**src/rtl/game_flow_ctrl.sv**
```systemverilog
// game_flow_ctrl: two-player tank game flow sequencer (idle, play, respawn freeze, final countdown, game over)
// Ports: frame_clk/Reset (async, active-high); start_btn level; p1_hit/p2_hit one-frame pulses;
// endgame from the final countdown timer; startfinaltimer runs that timer; game_state, p1_lives,
// p2_lives, winner (01 P1, 10 P2, 11 draw) and freeze are all registered.
module game_flow_ctrl #(
  parameter int LIVES          = 3,
  parameter int RESPAWN_FRAMES = 90
) (
  input  logic       frame_clk,
  input  logic       Reset,
  input  logic       start_btn,
  input  logic       p1_hit,
  input  logic       p2_hit,
  input  logic       endgame,
  output logic       startfinaltimer,
  output logic [2:0] game_state,
  output logic [1:0] p1_lives,
  output logic [1:0] p2_lives,
  output logic [1:0] winner,
  output logic       freeze
);
  typedef enum logic [2:0] {IDLE = 3'd0, PLAY = 3'd1, RESPAWN = 3'd2, FINAL = 3'd3, OVER = 3'd4} state_t;
  localparam logic [1:0] L   = 2'(LIVES);
  localparam logic [7:0] RF1 = 8'(RESPAWN_FRAMES - 1);
  state_t     state, state_n;
  logic       prev, press;
  logic [7:0] cnt, cnt_n;
  logic [1:0] l1_n, l2_n, win_n, d1, d2;
  assign game_state = state;
  assign press      = start_btn & ~prev;
  assign d1         = (p1_hit && p1_lives != 2'd0) ? p1_lives - 2'd1 : p1_lives;
  assign d2         = (p2_hit && p2_lives != 2'd0) ? p2_lives - 2'd1 : p2_lives;
  always_comb begin
    state_n = IDLE;
    cnt_n   = cnt;
    l1_n    = p1_lives;
    l2_n    = p2_lives;
    win_n   = winner;
    case (state)
      IDLE:    state_n = press ? PLAY : IDLE;
      PLAY: begin
        state_n = PLAY;
        if (p1_hit | p2_hit) begin
          l1_n = d1;
          l2_n = d2;
          if (d1 == 2'd0 || d2 == 2'd0) begin
            state_n = FINAL;
            win_n   = {d1 == 2'd0, d2 == 2'd0};
          end else begin
            state_n = RESPAWN;
            cnt_n   = 8'd0;
          end
        end
      end
      RESPAWN: begin
        state_n = (cnt == RF1) ? PLAY : RESPAWN;
        cnt_n   = cnt + 8'd1;
      end
      FINAL:   state_n = endgame ? OVER : FINAL;
      OVER:    state_n = press ? IDLE : OVER;
      default: state_n = IDLE;
    endcase
    // Lives and result are reloaded on every edge that lands in IDLE, so OVER->IDLE already shows full lives.
    if (state_n == IDLE) begin
      l1_n  = L;
      l2_n  = L;
      win_n = 2'b00;
    end
  end
  always_ff @(posedge frame_clk or posedge Reset) begin
    if (Reset) begin
      state           <= IDLE;
      prev            <= 1'b1;
      cnt             <= 8'd0;
      p1_lives        <= L;
      p2_lives        <= L;
      winner          <= 2'b00;
      freeze          <= 1'b1;
      startfinaltimer <= 1'b0;
    end else begin
      state           <= state_n;
      prev            <= start_btn;
      cnt             <= cnt_n;
      p1_lives        <= l1_n;
      p2_lives        <= l2_n;
      winner          <= win_n;
      freeze          <= state_n != PLAY;
      startfinaltimer <= state_n == FINAL;
    end
  end
endmodule
```
**config.mk**
```make
export PLATFORM = sky130hd
export DESIGN_NAME = game_flow_ctrl
export DESIGN_NICKNAME = d
export VERILOG_FILES = /design/src/rtl/game_flow_ctrl.sv
export SDC_FILE = /design/constraint.sdc
export NUM_CORES = 1
export LEC_CHECK = 0
export CAP_MARGIN = 30
export CORE_ASPECT_RATIO = 0.75
export CORE_MARGIN = 2
export CORE_UTILIZATION = 45
export CTS_CLUSTER_DIAMETER = 60
export DETAILED_ROUTE_END_ITERATION = 16
export PLACE_DENSITY_LB_ADDON = 0.08
export RECOVER_POWER = 25
export SLEW_MARGIN = 25
export SYNTH_ARGS = -nofsm -noshare
export SYNTH_HDL_FRONTEND = slang
export SYNTH_SLANG_ARGS = --single-unit
```
**constraint.sdc**
```tcl
create_clock -name frame_clk -period 2.4 [get_ports frame_clk]
set_input_delay 0.36 -clock frame_clk [delete_from_list [all_inputs] [get_ports frame_clk]]
set_output_delay 0.36 -clock frame_clk [all_outputs]
set_load 0.01 [all_outputs]
```
======== After elaboration in Yosys (flattened, before gate mapping) ========
Cells that the tools add are included.
word-level totals
  flip-flop bits (word level) ............. 20
  bits of input ports ..................... 6
  word-level logic and storage cells ...... 61
operators by class
  add/subtract/negate cells ............... 3
  eq/ne operators ......................... 9
  mux-type cells .......................... 22
  bitwise logic cells ..................... 3
  reduce and logical (&&, ||, !) cells .... 16
operator list
  operator             count
  $mux 2               14
  $mux 8               2
  $pmux 8 s2           1
  $pmux 3 s5           1
  $reduce_bool 2->1    6
  $eq 3x2->1 const B   3
  $add 8x1->8 const B  1
  $eq 8x7->1 const B   1
  $logic_not 3->1      2
  $mux 3               2
  $reduce_and 3->1     2
  $logic_not 2->1      2
  $ne 2x2->1 const B   2
  $sub 2x1->2 const B  2
  $eq 3x1->1 const B   1
  $eq 3x3->1 const B   1
  $ne 3x1->1 const B   1
  $logic_and 1x1->1    2
  $mux 1               2
  $reduce_and 2->1     1
  $and 1x1->1          1
  $logic_or 1x1->1     1
  $not 1->1            1
  $or 1x1->1           1

======== Longest topological paths before layout ========
  word-level depth ........................ 11
  gate-level depth with buffers ........... 6
  depth with buffers taken out ............ 6

======== Worst setup path after synthesis ========
No wires, ideal clock.
  kind .................................... reg2reg
  start point ............................. reg p2_lives[0]
  end point ............................... reg winner[0]
  library setup time ...................... 121 ps
  data arrival time ....................... 1768 ps
  path slack .............................. 511 ps
  stages on the path, launching flop included .. 7
  path buffers ............................ 0
  clock period less this slack ............ 1889 ps
  cells stage by stage .................... dfstp_2 -> inv_1 -> ha_1 -> nand4b_1 -> o31ai_4 -> o31a_2 -> o22a_1
between the ends
  longest elaborated chain between the ends .. 11
  elaborated cells between the ends (all ways) .. 18
  those cells by class .................... add/sub (1); mux (8); reduce/logical (9)
ends and longest elaborated chain
  what                                                                 line    text
  from (decl)                                                          18      output logic [1:0] p2_lives,
  from (signal assigned)                                               85      p2_lives <= l2_n;
  parallel branches: the longest is 2 deep, another holds $sub 2x1->2  -
  $mux 2 (*)                                                           32      assign d2 = (p2_hit && p2_lives != 2'd0) ? p2_lives - 2'd1 : p2_lives;
  $logic_not 2->1 (*)                                                  46, 48
  $logic_or 1x1->1                                                     46      if (d1 == 2'd0 || d2 == 2'd0) begin
  $mux 1                                                               46
  $mux 2                                                               43      if (p1_hit | p2_hit) begin
  $pmux 3 s5                                                           39      case (state)
  $logic_not 3->1                                                      64      if (state_n == IDLE) begin
  $reduce_bool 2->1 (no line)                                          -
  $reduce_and 3->1 (no line)                                           -
  to (signal assigned)                                                 86      winner <= win_n;
  to (decl)                                                            19      output logic [1:0] winner,
Mark *: on every way between the ends. The select of a mux whose other input is x is not followed.
A chain may end at the register's enable or synchronous reset.

======== Worst setup path in the final report ========
Ends and elaborated chain as after synthesis.

==> summary.md <==
| Metric | Value |
|---|---|
| Total power divided by cell area | `a little over 900 nW/um^2` |
| Worst setup slack after placement | `about 0.38 ns` |
| Commonest register cell after synthesis | `sky130_fd_sc_hd__dfrtp_1` |
| Detailed-router iteration count before antenna repair | `4` |
| Sum Neg Setup Slack | `0 ns` |
| Aggregate global routing overflow | `0` |
| Final GP Congestion | `between 0.7 and 0.8` |
| Number of enable flip-flop cells after synthesis | `0` |
| Critical path data arrival time | `2.16 ns` |
| Initial standard-cell utilization of the core | `49.1%` |
| Antenna fix cells | `0` |
| Fill cell count | `approximately 220` |
| RSZ-0062 raised after global routing | `no` |
| Number of pins exceeding their max-slew limit in the final report | `0` |
| Vias in the first global route | `between 800 and 900` |
| Crit-path cells | `inv_1 > ha_1 > nand4b_1 > o31ai_4 > o31a_2 > o22a_1` |
| Most area-consuming cells after synthesis | `sky130_fd_sc_hd__dfrtp_1 30%, sky130_fd_sc_hd__dfstp_2 13%, sky130_fd_sc_hd__xor2_1 4.5%` |
| Startpoint of the most critical register-to-register path | `p2_lives[0]` |
| Remaining number of nets flagged by the antenna check after routing | `0` |
| Critical Path Sink Type | `flip-flop` |
| Final-report hold violation count | `0` |
| Maximum buffer depth of the clock tree | `2` |
| Detailed-route wire length | `approximately 2200 um` |
| Worst setup path startpoint | `p2_lives[0]` |
| Total clock sinks | `20` |
| Area Overhead vs Synth | `18.2%` |
| Gate family responsible for the most delay along the worst path | `compound AO/OA/AOI/OAI gates` |
| Buffer cell driving the clock tree root | `sky130_fd_sc_hd__clkbuf_4` |
| Pin count of the biggest net entering global routing | `21` |
| Synth Net Count | `121` |
| Worst Min Path Start | `cnt[0]` |
| Worst path setup slack after routing | `0.436 ns` |
| Initial DRC Count | `31` |
| Max-Cap Viols | `0` |
| Seq/Total Area, Yosys | `43.4%` |
| Sum of buffers and inverters on the critical path | `1` |
| Seq cells post-synth | `20` |
| Hold/Removal Path Class | `flip-flop to flip-flop` |
| Peak VDD IR | `between 0.0006 and 0.0007 V` |
| CP required | `between 2 and 3 ns` |
| Proportion of layout cells with a drive suffix above 1 | `14.8%` |
| Final-stage net count | `around 140` |
| Crit path time final | `between 1.5 and 2 ns` |
| CTS buffer count | `3` |
| Buffers inserted by post-CTS timing repair | `0` |
| Vert. Die Dim | `around 48 um` |
| Cell with the most instances after synthesis | `sky130_fd_sc_hd__dfrtp_1` |
| Number of core rows | `15` |
| Routed len/inst | `about 14 um` |
| Final setup vio count | `0` |
| Status | `complete, no violations` |
| Synth top cells by count | `14 x sky130_fd_sc_hd__dfrtp_1, 8 x sky130_fd_sc_hd__nor2_1, 7 x sky130_fd_sc_hd__inv_1, 7 x sky130_fd_sc_hd__nand3_1` |
| Number of antenna violations at the first check in global routing | `0` |
| Syn. warnings | `0` |
| Worst Path Class, Setup | `flip-flop to flip-flop` |
| Fin util | `58.1%` |
| Via Count | `860` |
| Die width | `62.9 um` |
| Slew Limit Headroom | `48.5%` |
| Leakage Power | `slightly above 0.6 nW` |
| Clock Latency Late Sink | `a little over 0.3 ns` |
| Crit path largest cell delay | `between 0.5 and 0.6 ns` |
| Total routing usage reported by global routing | `17.0%` |
| Largest area contributor in the synthesized netlist | `sky130_fd_sc_hd__dfrtp_1` |
| Placeable core region | `2380 um^2` |
| Io pins | `17` |
| Cts-stage hold buffer count | `0` |
| CTS HTree Levels | `1` |
| Clock tree from TritonCTS | `built` |
| PostCTS Resize Cnt | `0` |
| Full die area | `3030 um^2` |
| Cells after synthesis | `approximately 110` |
| Transition time of the tightest slew-check pin | `just under 0.8 ns` |
| Portion of synthesized cell area occupied by the leading cell type | `~30%` |
| Area of the multi-input gates | `611 um^2` |
| Async set-reset flop share out of synthesis | `100%` |
| Maximum achievable frequency | `between 500 and 600 MHz` |
| Maximum fanout along the worst path | `6` |
| Startpoint type of the worst setup path | `flip-flop` |
| Mean Syn Cell Area | `10.6 um^2` |
| Highest-delay cell along the critical path | `sky130_fd_sc_hd__dfstp_2` |
| Total power after layout | `around 0.0013 W` |
| Port Buf Inserts | `16` |
| Synthesized cell area | `1170 um^2` |
| Residual DRC count | `0` |
| Wire length of the first global-routing pass | `~3900 um` |
| HPWL after detailed placement | `1620 um` |
| Cell variety after synth | `42` |
| Area taken by flip-flops and latches | `about 500 um^2` |
| Post-detailed-route via-to-cell ratio | `5.31` |
| Largest clock skew in the final design | `0.0147 ns` |
| Setup slack of the most critical reg-to-reg path | `approximately 0.44 ns` |
| Register clock-pin slew on the reported worst setup and hold paths | `0.10 ns` |
| Final period util | `81.8%` |
[power breakdown]
part	internal, W	total [W]	switching, W
logic	0.000241	0.000506	0.000265
registers	0.000449	0.000583	0.000134
clock network	0.0000927	0.000197	0.000105
[per-stage QoR]
stage / cell area [um^2] / instances / hold WS [ns]
2_1_floorplan: 1170 / 111 / 0.319
3_3_place_gp: 1350 / 158 / 0.532
3_5_place_dp: 1350 / 158 / 0.543
4_1_cts: 1380 / 162 / 0.491
5_1_grt: 1380 / 162 / 0.602
6_report: 1380 / 162 / 0.558
[area by class of cell]
class	instances	area share, %
Clock buffer	4	2.62
Inverter	7	1.90
Multi-Input combinational cell	81	44.1
Sequential cell	20	36.7
Tap cell	34	3.07
Timing Repair Buffer	16	11.6
[worst paths after layout]
check,end,depth (start not counted)
setup / recovery,winner[0],6
hold / removal,cnt[0],1
setup reg to reg,winner[0],6
hold reg to reg,cnt[0],1
max in group asynchronous,cnt[0],2
min in group asynchronous,game_state[1],2
[registers in the layout (all words and copies together), names as in the netlist]
register	flops
winner	2
p1_lives	2
startfinaltimer	1
game_state	3
freeze	1
p2_lives	2
prev	1
cnt	8
[cell families after synthesis]
family | Yosys count | share of synthesized area [%]
and+or+nand+nor | 44 | 24.5
AOI/OAI and AO/OA | 23 | 15.5
DFF | 20 | 43.4
buffers and inverters | 10 | 4.49
xor gates and xnor gates | 8 | 5.98
adders and majority gates | 4 | 4.27
muxes | 2 | 1.92
[worst register-to-register path: stages (launching register included)]
cell,delay (ns)
sky130_fd_sc_hd__dfstp_2,0.59
sky130_fd_sc_hd__inv_1,0.08
sky130_fd_sc_hd__ha_1,0.31
sky130_fd_sc_hd__nand4b_1,0.14
sky130_fd_sc_hd__o31ai_4,0.13
sky130_fd_sc_hd__o31a_2,0.39
sky130_fd_sc_hd__o22a_1,0.23
[per-layer routing]
metal	global-route usage (%)	part of all wire (%)	up-vias
met5	0	0	-
met4	4.00	0.58	0
met3	5.08	4.2	2
met2	26.6	42	17
met1	23.8	54	405
li1	-	-	436
[layout by cell type, fill, tap and decap left out, types with 3 or more instances in the layout]
master,n
sky130_fd_sc_hd__dfrtp_1,14
sky130_fd_sc_hd__clkdlybuf4s50_1,14
sky130_fd_sc_hd__nor2_1,8
sky130_fd_sc_hd__inv_1,7
sky130_fd_sc_hd__nand3_1,7
sky130_fd_sc_hd__o21ai_0,6
sky130_fd_sc_hd__xor2_1,6
sky130_fd_sc_hd__dfstp_2,6
sky130_fd_sc_hd__nand2_1,5
sky130_fd_sc_hd__and2_1,4
sky130_fd_sc_hd__ha_1,4
sky130_fd_sc_hd__nand4b_1,3
sky130_fd_sc_hd__clkbuf_4,3
No activity file was read; power rests on OpenSTA's default activity.
